### src/rtl/ssd_pkg.sv
// Shared definitions for the 7-segment scan driver: converter FSM states,
// inactive anode/segment patterns and the digit-to-segment decode.
package ssd_pkg;

  typedef enum logic [1:0] {
    ST_IDLE  = 2'd0,
    ST_SHIFT = 2'd1,
    ST_DONE  = 2'd2
  } conv_state_t;

  localparam int unsigned BCD_W     = 16;
  localparam logic [6:0]  SEG_BLANK = 7'b1111111;
  localparam logic [3:0]  ANODE_OFF = 4'b1111;

  // Active-low cathodes, bit order g,f,e,d,c,b,a
  function automatic logic [6:0] seg_decode(input logic [3:0] digit);
    logic [6:0] s;
    case (digit)
      4'd0:    s = 7'b1000000;
      4'd1:    s = 7'b1111001;
      4'd2:    s = 7'b0100100;
      4'd3:    s = 7'b0110000;
      4'd4:    s = 7'b0011001;
      4'd5:    s = 7'b0010010;
      4'd6:    s = 7'b0000010;
      4'd7:    s = 7'b1111000;
      4'd8:    s = 7'b0000000;
      4'd9:    s = 7'b0010000;
      default: s = SEG_BLANK;
    endcase
    return s;
  endfunction

endpackage

### src/rtl/bin2bcd_seq.sv
// Sequential double-dabble converter: one shift per clock, DATA_W shifts per
// conversion, result held on bcd while conv_done pulses for one cycle.
module bin2bcd_seq
  import ssd_pkg::*;
#(
  parameter int unsigned DATA_W = 13
) (
  input  logic              clk,
  input  logic              rst,
  input  logic [DATA_W-1:0] in_value,
  input  logic              in_valid,
  output logic              in_ready,
  output logic [15:0]       bcd,
  output logic              conv_done
);

  localparam int unsigned CNT_W = (DATA_W > 1) ? $clog2(DATA_W) : 1;
  localparam int unsigned SR_W  = BCD_W + DATA_W;

  conv_state_t      state, state_nx;
  logic [CNT_W-1:0] cnt;
  logic [SR_W-1:0]  sreg, sreg_adj;
  logic             last_shift;

  assign last_shift = (cnt == CNT_W'(DATA_W - 1));

  // State register
  always_ff @(posedge clk) begin
    if (rst) state <= ST_IDLE;
    else     state <= state_nx;
  end

  // Next-state logic
  always_comb begin
    state_nx = state;
    case (state)
      ST_IDLE:  if (in_valid)   state_nx = ST_SHIFT;
      ST_SHIFT: if (last_shift) state_nx = ST_DONE;
      ST_DONE:                  state_nx = ST_IDLE;
      default:                  state_nx = ST_IDLE;
    endcase
  end

  // Add-3 correction on every BCD nibble that is 5 or more
  always_comb begin
    sreg_adj = sreg;
    for (int unsigned i = 0; i < 4; i++) begin
      if (sreg[DATA_W + 4*i +: 4] >= 4'd5)
        sreg_adj[DATA_W + 4*i +: 4] = sreg[DATA_W + 4*i +: 4] + 4'd3;
    end
  end

  // Shift register and shift counter
  always_ff @(posedge clk) begin
    if (rst) begin
      sreg <= '0;
      cnt  <= '0;
    end else begin
      case (state)
        ST_IDLE: if (in_valid) begin
          sreg <= {{BCD_W{1'b0}}, in_value};
          cnt  <= '0;
        end
        ST_SHIFT: begin
          sreg <= sreg_adj << 1;
          cnt  <= cnt + 1'b1;
        end
        default: ;
      endcase
    end
  end

  // Handshake and completion outputs decoded from state
  always_comb begin
    in_ready  = (state == ST_IDLE);
    conv_done = (state == ST_DONE);
  end

  assign bcd = sreg[DATA_W +: BCD_W];

endmodule

### src/rtl/ssd_scan_driver.sv
// Binary-to-7-segment scan driver for a 4-digit common-anode display.
// Optional build macro: LEADING_ZERO_BLANK_EN blanks digits above the most
// significant nonzero digit (ones digit always shown).
module ssd_scan_driver
  import ssd_pkg::*;
#(
  parameter int unsigned DATA_W      = 13,
  parameter int unsigned REFRESH_DIV = 100000
) (
  input  logic              clk,
  input  logic              rst,
  input  logic [DATA_W-1:0] in_value,
  input  logic              in_valid,
  output logic              in_ready,
  output logic              conv_done,
  output logic [3:0]        anode,
  output logic [6:0]        seg
);

  if (DATA_W == 0 || DATA_W > 13) begin : g_bad_data_w
    $error("ssd_scan_driver: DATA_W must be in 1..13");
  end
  if (REFRESH_DIV < 2) begin : g_bad_refresh_div
    $error("ssd_scan_driver: REFRESH_DIV must be >= 2");
  end

  localparam int unsigned RCNT_W = $clog2(REFRESH_DIV);

  logic [15:0]       conv_bcd;
  logic [15:0]       disp;
  logic [RCNT_W-1:0] rcnt;
  logic [1:0]        idx;
  logic [3:0]        cur_digit;
  logic              blank;

  bin2bcd_seq #(.DATA_W(DATA_W)) u_conv (
    .clk       (clk),
    .rst       (rst),
    .in_value  (in_value),
    .in_valid  (in_valid),
    .in_ready  (in_ready),
    .bcd       (conv_bcd),
    .conv_done (conv_done)
  );

  // Display register latches the result on the cycle the converter leaves DONE
  always_ff @(posedge clk) begin
    if (rst)            disp <= '0;
    else if (conv_done) disp <= conv_bcd;
  end

  // Refresh counter and digit index advancing on each counter wrap
  always_ff @(posedge clk) begin
    if (rst) begin
      rcnt <= '0;
      idx  <= '0;
    end else if (rcnt == RCNT_W'(REFRESH_DIV - 1)) begin
      rcnt <= '0;
      idx  <= idx + 2'd1;
    end else begin
      rcnt <= rcnt + 1'b1;
    end
  end

  assign cur_digit = disp[{idx, 2'b00} +: 4];

`ifdef LEADING_ZERO_BLANK_EN
  // Blank a slot when it and every more significant digit are zero
  always_comb begin
    blank = 1'b0;
    case (idx)
      2'd1:    blank = (disp[15:4]  == '0);
      2'd2:    blank = (disp[15:8]  == '0);
      2'd3:    blank = (disp[15:12] == '0);
      default: blank = 1'b0;
    endcase
  end
`else
  // All digits always driven
  always_comb begin
    blank = 1'b0;
  end
`endif

  // Registered anode/segment drive for the current slot
  always_ff @(posedge clk) begin
    if (rst) begin
      anode <= ANODE_OFF;
      seg   <= SEG_BLANK;
    end else if (blank) begin
      anode <= ANODE_OFF;
      seg   <= SEG_BLANK;
    end else begin
      anode <= ~(4'b0001 << idx);
      seg   <= seg_decode(cur_digit);
    end
  end

endmodule
### config.mk
export PLATFORM = sky130hd
export DESIGN_NAME = ssd_scan_driver
export DESIGN_NICKNAME = d
export VERILOG_FILES = /design/src/rtl/ssd_pkg.sv /design/src/rtl/bin2bcd_seq.sv /design/src/rtl/ssd_scan_driver.sv
export SDC_FILE = /design/constraint.sdc
export NUM_CORES = 1
export LEC_CHECK = 0
export BUFFER_PORTS_ARGS = -buffer_cell sky130_fd_sc_hd__buf_2
export CELL_PAD_IN_SITES_DETAIL_PLACEMENT = 0
export CELL_PAD_IN_SITES_GLOBAL_PLACEMENT = 1
export CORE_MARGIN = 2
export CORE_UTILIZATION = 30
export DETAILED_ROUTE_END_ITERATION = 10
export PLACE_DENSITY_LB_ADDON = 0.05
export SETUP_SLACK_MARGIN = 0.4
export SLEW_MARGIN = 20
export SYNTH_ARGS = -nofsm -noshare
export SYNTH_HDL_FRONTEND = slang
export SYNTH_HIERARCHICAL = 1
export SYNTH_SLANG_ARGS = --single-unit
export TNS_END_PERCENT = 100
### constraint.sdc
create_clock -name clk -period 2.8 [get_ports clk]
set_clock_uncertainty 0.1 [all_clocks]
set_input_delay 0.28 -clock clk [delete_from_list [all_inputs] [get_ports clk]]
set_output_delay 0.28 -clock clk [all_outputs]
set_load 0.03 [all_outputs]
# After elaboration in Yosys (flattened, before gate mapping)
# Memory sizes are Yosys's and may differ from the RTL's. A register that Yosys moved wholly into a read port is not among the register bits.
# Index checks and enable logic that the tools add are counted.
totals:
  mem_bits_ro: 112
  n_memories: 1
  latch_bits: 0
  regBits: 74
  mem_bits_rw: 0
mem_list:
  columns: ["name", "depth", "word_bits", "rd", "rd_clocked_by_memory_dff", "write_ports", "line", "text"]
  rows:
  - ["(name not given)", 16, 7, 1, 1, 0, "ssd_pkg.sv:18", "case (digit)"]
op_classes:
  order_cmp: 4
  n_bitwise: 1
  div: 0
  addsub: 7
  shifts: 2
  muxes: 11
  n_eq_ne: 6
  multipliers: 0
  n_reduce_logical: 5
ops:
  columns: ["operator", "count"]
  rows:
  - ["$pmux 29 s2", 1]
  - ["$mux 29", 1]
  - ["$add 17x1->17 const B", 1]
  - ["$eq 17x17->1 const B", 1]
  - ["$ge 4x3->1 const B", 4]
  - ["$mux 4", 4]
  - ["$shiftx 16x5->4", 1]
  - ["$add 4x2->4 const B", 3]
  - ["$pmux 4 s2", 1]
  - ["$add 4x1->4 const B", 1]
  - ["$eq 4x4->1 const B", 1]
  - ["$mux 2", 2]
  - ["$not 4->4", 1]
  - ["$pmux 2 s2", 1]
  - ["$reduce_and 2->1", 2]
  - ["$shl 1x2->4 const A", 1]
  - ["$add 3x2->3 const B", 1]
  - ["$mux 3", 1]
  - ["$add 2x1->2 const B", 1]
  - ["$eq 2x1->1 const B", 1]
  - ["$eq 2x2->1 const B", 1]
  - ["$logic_not 2->1", 1]
  - ["$ne 2x1->1 const B", 1]
  - ["$ne 2x2->1 const B", 1]
  - ["other kinds (2)", 2]

# Depth between registers and ports, before layout
depth:
  depth_word: 3
  mapped_depth: 7
  depth_no_buf: 6

# Hierarchy
# The synthesis kept the hierarchy.
modules_own_cells:
  columns: ["mod", "cells_each", "seq_area_each_um2", "instances", "area_each_um2"]
  rows:
  - ["bin2bcd_seq", 241, 700.7, 1, 2057.0]
  - ["ssd_scan_driver", 204, 920.9, 1, 2016.9]

# Worst setup path before layout
# Ideal clock, no wire load.
synth_path:
  path_type: "reg2reg"
  start: "register u_conv.state[1]"
  end: "register disp[10]"
  path_buffers: 4
  setup_time_ns: 0.128
  t_arrival_ns: 2.142
  path_stages_with_launch: 8
  path_slack_ns: 0.431
  period_less_slack_ns: 2.369
  path_cell_list: "dfxtp_1 -> buf_2 -> buf_2 -> nor2b_1 -> clkbuf_1 -> buf_2 -> mux2i_1 -> nor2_1"
synth_via:
  elab_chain_len: 1
synth_rtl:
  columns: ["element", "line", "text"]
  rows:
  - ["start: declaration", "bin2bcd_seq.sv:20", "conv_state_t state, state_nx;"]
  - ["start signal: assignment", "bin2bcd_seq.sv:30", "else state <= state_nx;"]
  - ["$eq 2x2->1", "bin2bcd_seq.sv:76", "conv_done = (state == ST_DONE);"]
  - ["named net conv_done", "ssd_scan_driver.sv:15", "output logic conv_done,"]
  - ["end signal: assignment", "ssd_scan_driver.sv:49", "else if (conv_done) disp <= conv_bcd;"]
  - ["end: declaration", "ssd_scan_driver.sv:30", "logic [15:0] disp;"]
# The timed path passes the listed nets, and every way through them passes these cells.
# A chain may end at the register's enable or synchronous reset.

# Worst setup path after layout
layout_path:
  start: "register idx[0]"
  end: "register seg[6]"
layout_via:
  elab_chain_len: 1
layout_rtl:
  columns: ["element", "line", "text"]
  rows:
  - ["start: declaration", "ssd_scan_driver.sv:32", "logic [1:0] idx;"]
  - ["start signal: assignment", "ssd_scan_driver.sv:59", "idx <= idx + 2'd1;"]
  - ["$shiftx 16x5->4", "ssd_scan_driver.sv:65", "assign cur_digit = disp[{idx, 2'b00} +: 4];"]
  - ["end: declaration", "ssd_scan_driver.sv:17", "output logic [6:0] seg"]
# Every way passes these cells.

==> flow_summary.json <==
{
  "yosys_warnings": 6,
  "finalSetupViolCount": 0,
  "startpoint_type": "flip-flop",
  "drive_above_1_share": 0.1530,
  "clkLatencyLatePin_ns": 0.34,
  "worst_pin_slew_ns": 0.9532,
  "timing.slew.headroom": 0.3622,
  "vias": 2925,
  "synth_fa_ha_area_frac": 0.06143,
  "cts_buffers": 9,
  "max_freq_ghz": 0.4948,
  "yosys.area_share.simple": 0.1846,
  "cts.sinks": 81,
  "hpwl_um": 5941,
  "final_common_cell": "dfxtp_1",
  "synth_compound_area_frac": 0.1474,
  "critPathMaxFanout": 7,
  "fin_crit_sh": 0.7218,
  "slew_violations": 0,
  "fin_setup_tns_ns": 0,
  "drtIter0Drc": 144,
  "synth-edff-count": 0,
  "dieHeight_um": 120.5,
  "crit_type": "flip-flop to flip-flop",
  "cts_resized": 0,
  "end_kind": "flip-flop",
  "netlist_instances": 445,
  "synthXorXnorAreaFrac": 0.04300,
  "synth_top_family_by_area": "simple AND/OR/NAND/NOR gates",
  "ant_nets": 0,
  "finalWirelength_um": 8794,
  "globalplace.congestion": 0.7122,
  "clk_pin_slew_worst_paths_ns": 0.06,
  "placed_area_um2": 4225,
  "power_density_nw_per_um2": 544.4,
  "die_w_um": 120.5,
  "ys_seq_area_frac": 0.3980,
  "status": "finished, final reports clean",
  "grt_pass1_wl_um": 14930,
  "grt_pass1_vias": 2980,
  "nets": 485,
  "grt_overflow": 0,
  "post-route-min-period_ns": 2.021,
  "track_usage": 0.1305,
  "syn_area_um2": 4074,
  "hp-start": "in_value[0]",
  "fin_area_um2": 4477,
  "initial_core_util": 0.3076,
  "synthMuxAreaShare": 0.08139,
  "syn2layout_area_growth_pct": 9.889,
  "hold_viol_final": 0,
  "synth.distinct_cells": 46,
  "async_reset_ff_frac": 0,
  "drc_errors": 0,
  "num_antenna_cells": 0,
  "rows": 42,
  "drt_pass1_iterations": 5,
  "hold_buffers": 0,
  "hold_class": "input pin to flip-flop",
  "ir_worst_vdd_uv": 236.0,
  "synth_ff_type": "dfxtp_1",
  "dieArea_um2": 14530,
  "coreArea_um2": 13240,
  "top_level_ports": 29,
  "h-tree-depth": 3,
  "grt_antenna_before_repair": 0,
  "most-common-layout-cells": "dfxtp_1 (81), nor2_1 (74), a21oi_1 (36)",
  "startpoint": "idx[0]",
  "rsz0062_at_grt": "false",
  "worstPathRequired_ns": 2.91,
  "cts_tree": "done",
  "r2r-start": "idx[0]",
  "clk_path_buf_depth": 2,
  "avgSynthCellArea_um2": 9.155,
  "syn_nets": 481,
  "grt_max_degree": 30,
  "maxCapViolCount": 0,
  "synth_seq_cells": 81,
  "io_buffers": 28,
  "root_buffer": "clkbuf_16",
  "wl_per_cell_um": 14.03,
  "via_per_inst": 4.665,
  "post_cts.repair.setup_buffers": 0,
  "worstPathArrival_ns": 2.13,
  "total_leakage_power_nw": 1.646
}
[report_power, final]
group | internal, mW | switching, mW
sequential | 1.18 | 0.0222
clock | 0.610 | 0.456
combinational | 0.0621 | 0.106
[worst paths after layout]
kind | to | cells past startpoint | slack, ns
max | seg[6] | 4 | 0.78
min | u_conv/sreg[0] | 5 | 0.26
max reg2reg | seg[6] | 4 | 0.78
min reg2reg | rcnt[0] | 1 | 0.36
[worst max-delay path, cell delays in order, from the launching register on]
cell	delay [ns]
dfxtp_1	0.52
mux4_2	0.63
ha_1	0.25
nor4b_1	0.32
a21oi_1	0.07
[state kept, by name, indices dropped and copies added, names as in the netlist]
register	count
u_conv/state	2
idx	2
u_conv/sreg	29
seg	7
u_conv/cnt	4
anode	4
rcnt	17
disp	16
[cell usage after synthesis (all sizes together) (2+ instances only)]
master | instances | area, µm²
dfxtp | 81 | 1622
nor2 | 75 | 284.0
a21oi | 36 | 180.2
buf | 35 | 234.0
inv | 23 | 86.33
mux2i | 23 | 230.2
ha | 20 | 250.2
o21ai | 14 | 70.06
nand3 | 13 | 70.07
nand2 | 12 | 45.04
a22o | 11 | 96.34
nand2b | 11 | 68.82
xnor2 | 10 | 87.58
xor2 | 10 | 87.58
nor2b | 8 | 50.05
a2111oi | 6 | 127.6
clkbuf | 6 | 22.52
nor3 | 6 | 30.03
o221a | 6 | 67.56
or3 | 6 | 42.54
and4 | 5 | 45.04
mux4 | 4 | 90.09
nand4 | 4 | 25.02
a22oi | 3 | 22.52
nor4b | 3 | 26.28
nor4bb | 2 | 20.02
o21bai | 2 | 15.01
[routing by layer]
layer  vias to the layer above  part of all wire  track usage  routed length, µm
met4                         0             0.020      0.06468                175
li1                       1519                 -            -                  -
met1                      1362              0.52       0.1752               4540
met5                         -                 0            0                  0
met3                        13             0.029      0.02311                254
met2                        31              0.43       0.2016               3824
[area by class of cell]
cell class	count	area (µm²)
well taps	176	220.2
fillers	1416	8766
flip-flops and latches	81	1622
multi-input cells	300	2112
clock buffers	12	246.5
repair buffers	34	185.2
inverters	23	86.33
clock inverters	1	5.005
[logic make-up after synthesis]
family	Yosys count
xor+xnor	20
simple gates	151
buf+inv	64
flops	81
mux	28
fa+ha+maj	20
compound gates	81
[through the flow]
stage                     hold WS (ns)  utilization  setup WS [ns]  power, mW  std cells
after floorplan                 0.2489            -         0.4307      1.353        445
after global placement          0.3423       0.3191         0.7666      1.400        614
after detailed placement        0.3568       0.3191         0.7395      1.400        614
after CTS                       0.2525       0.3381         0.7347      2.472        627
after global routing            0.2996       0.3381         0.5418      2.537        627
final                           0.2567       0.3381         0.7788      2.437        627
Power figures use the tool's default switching activity.
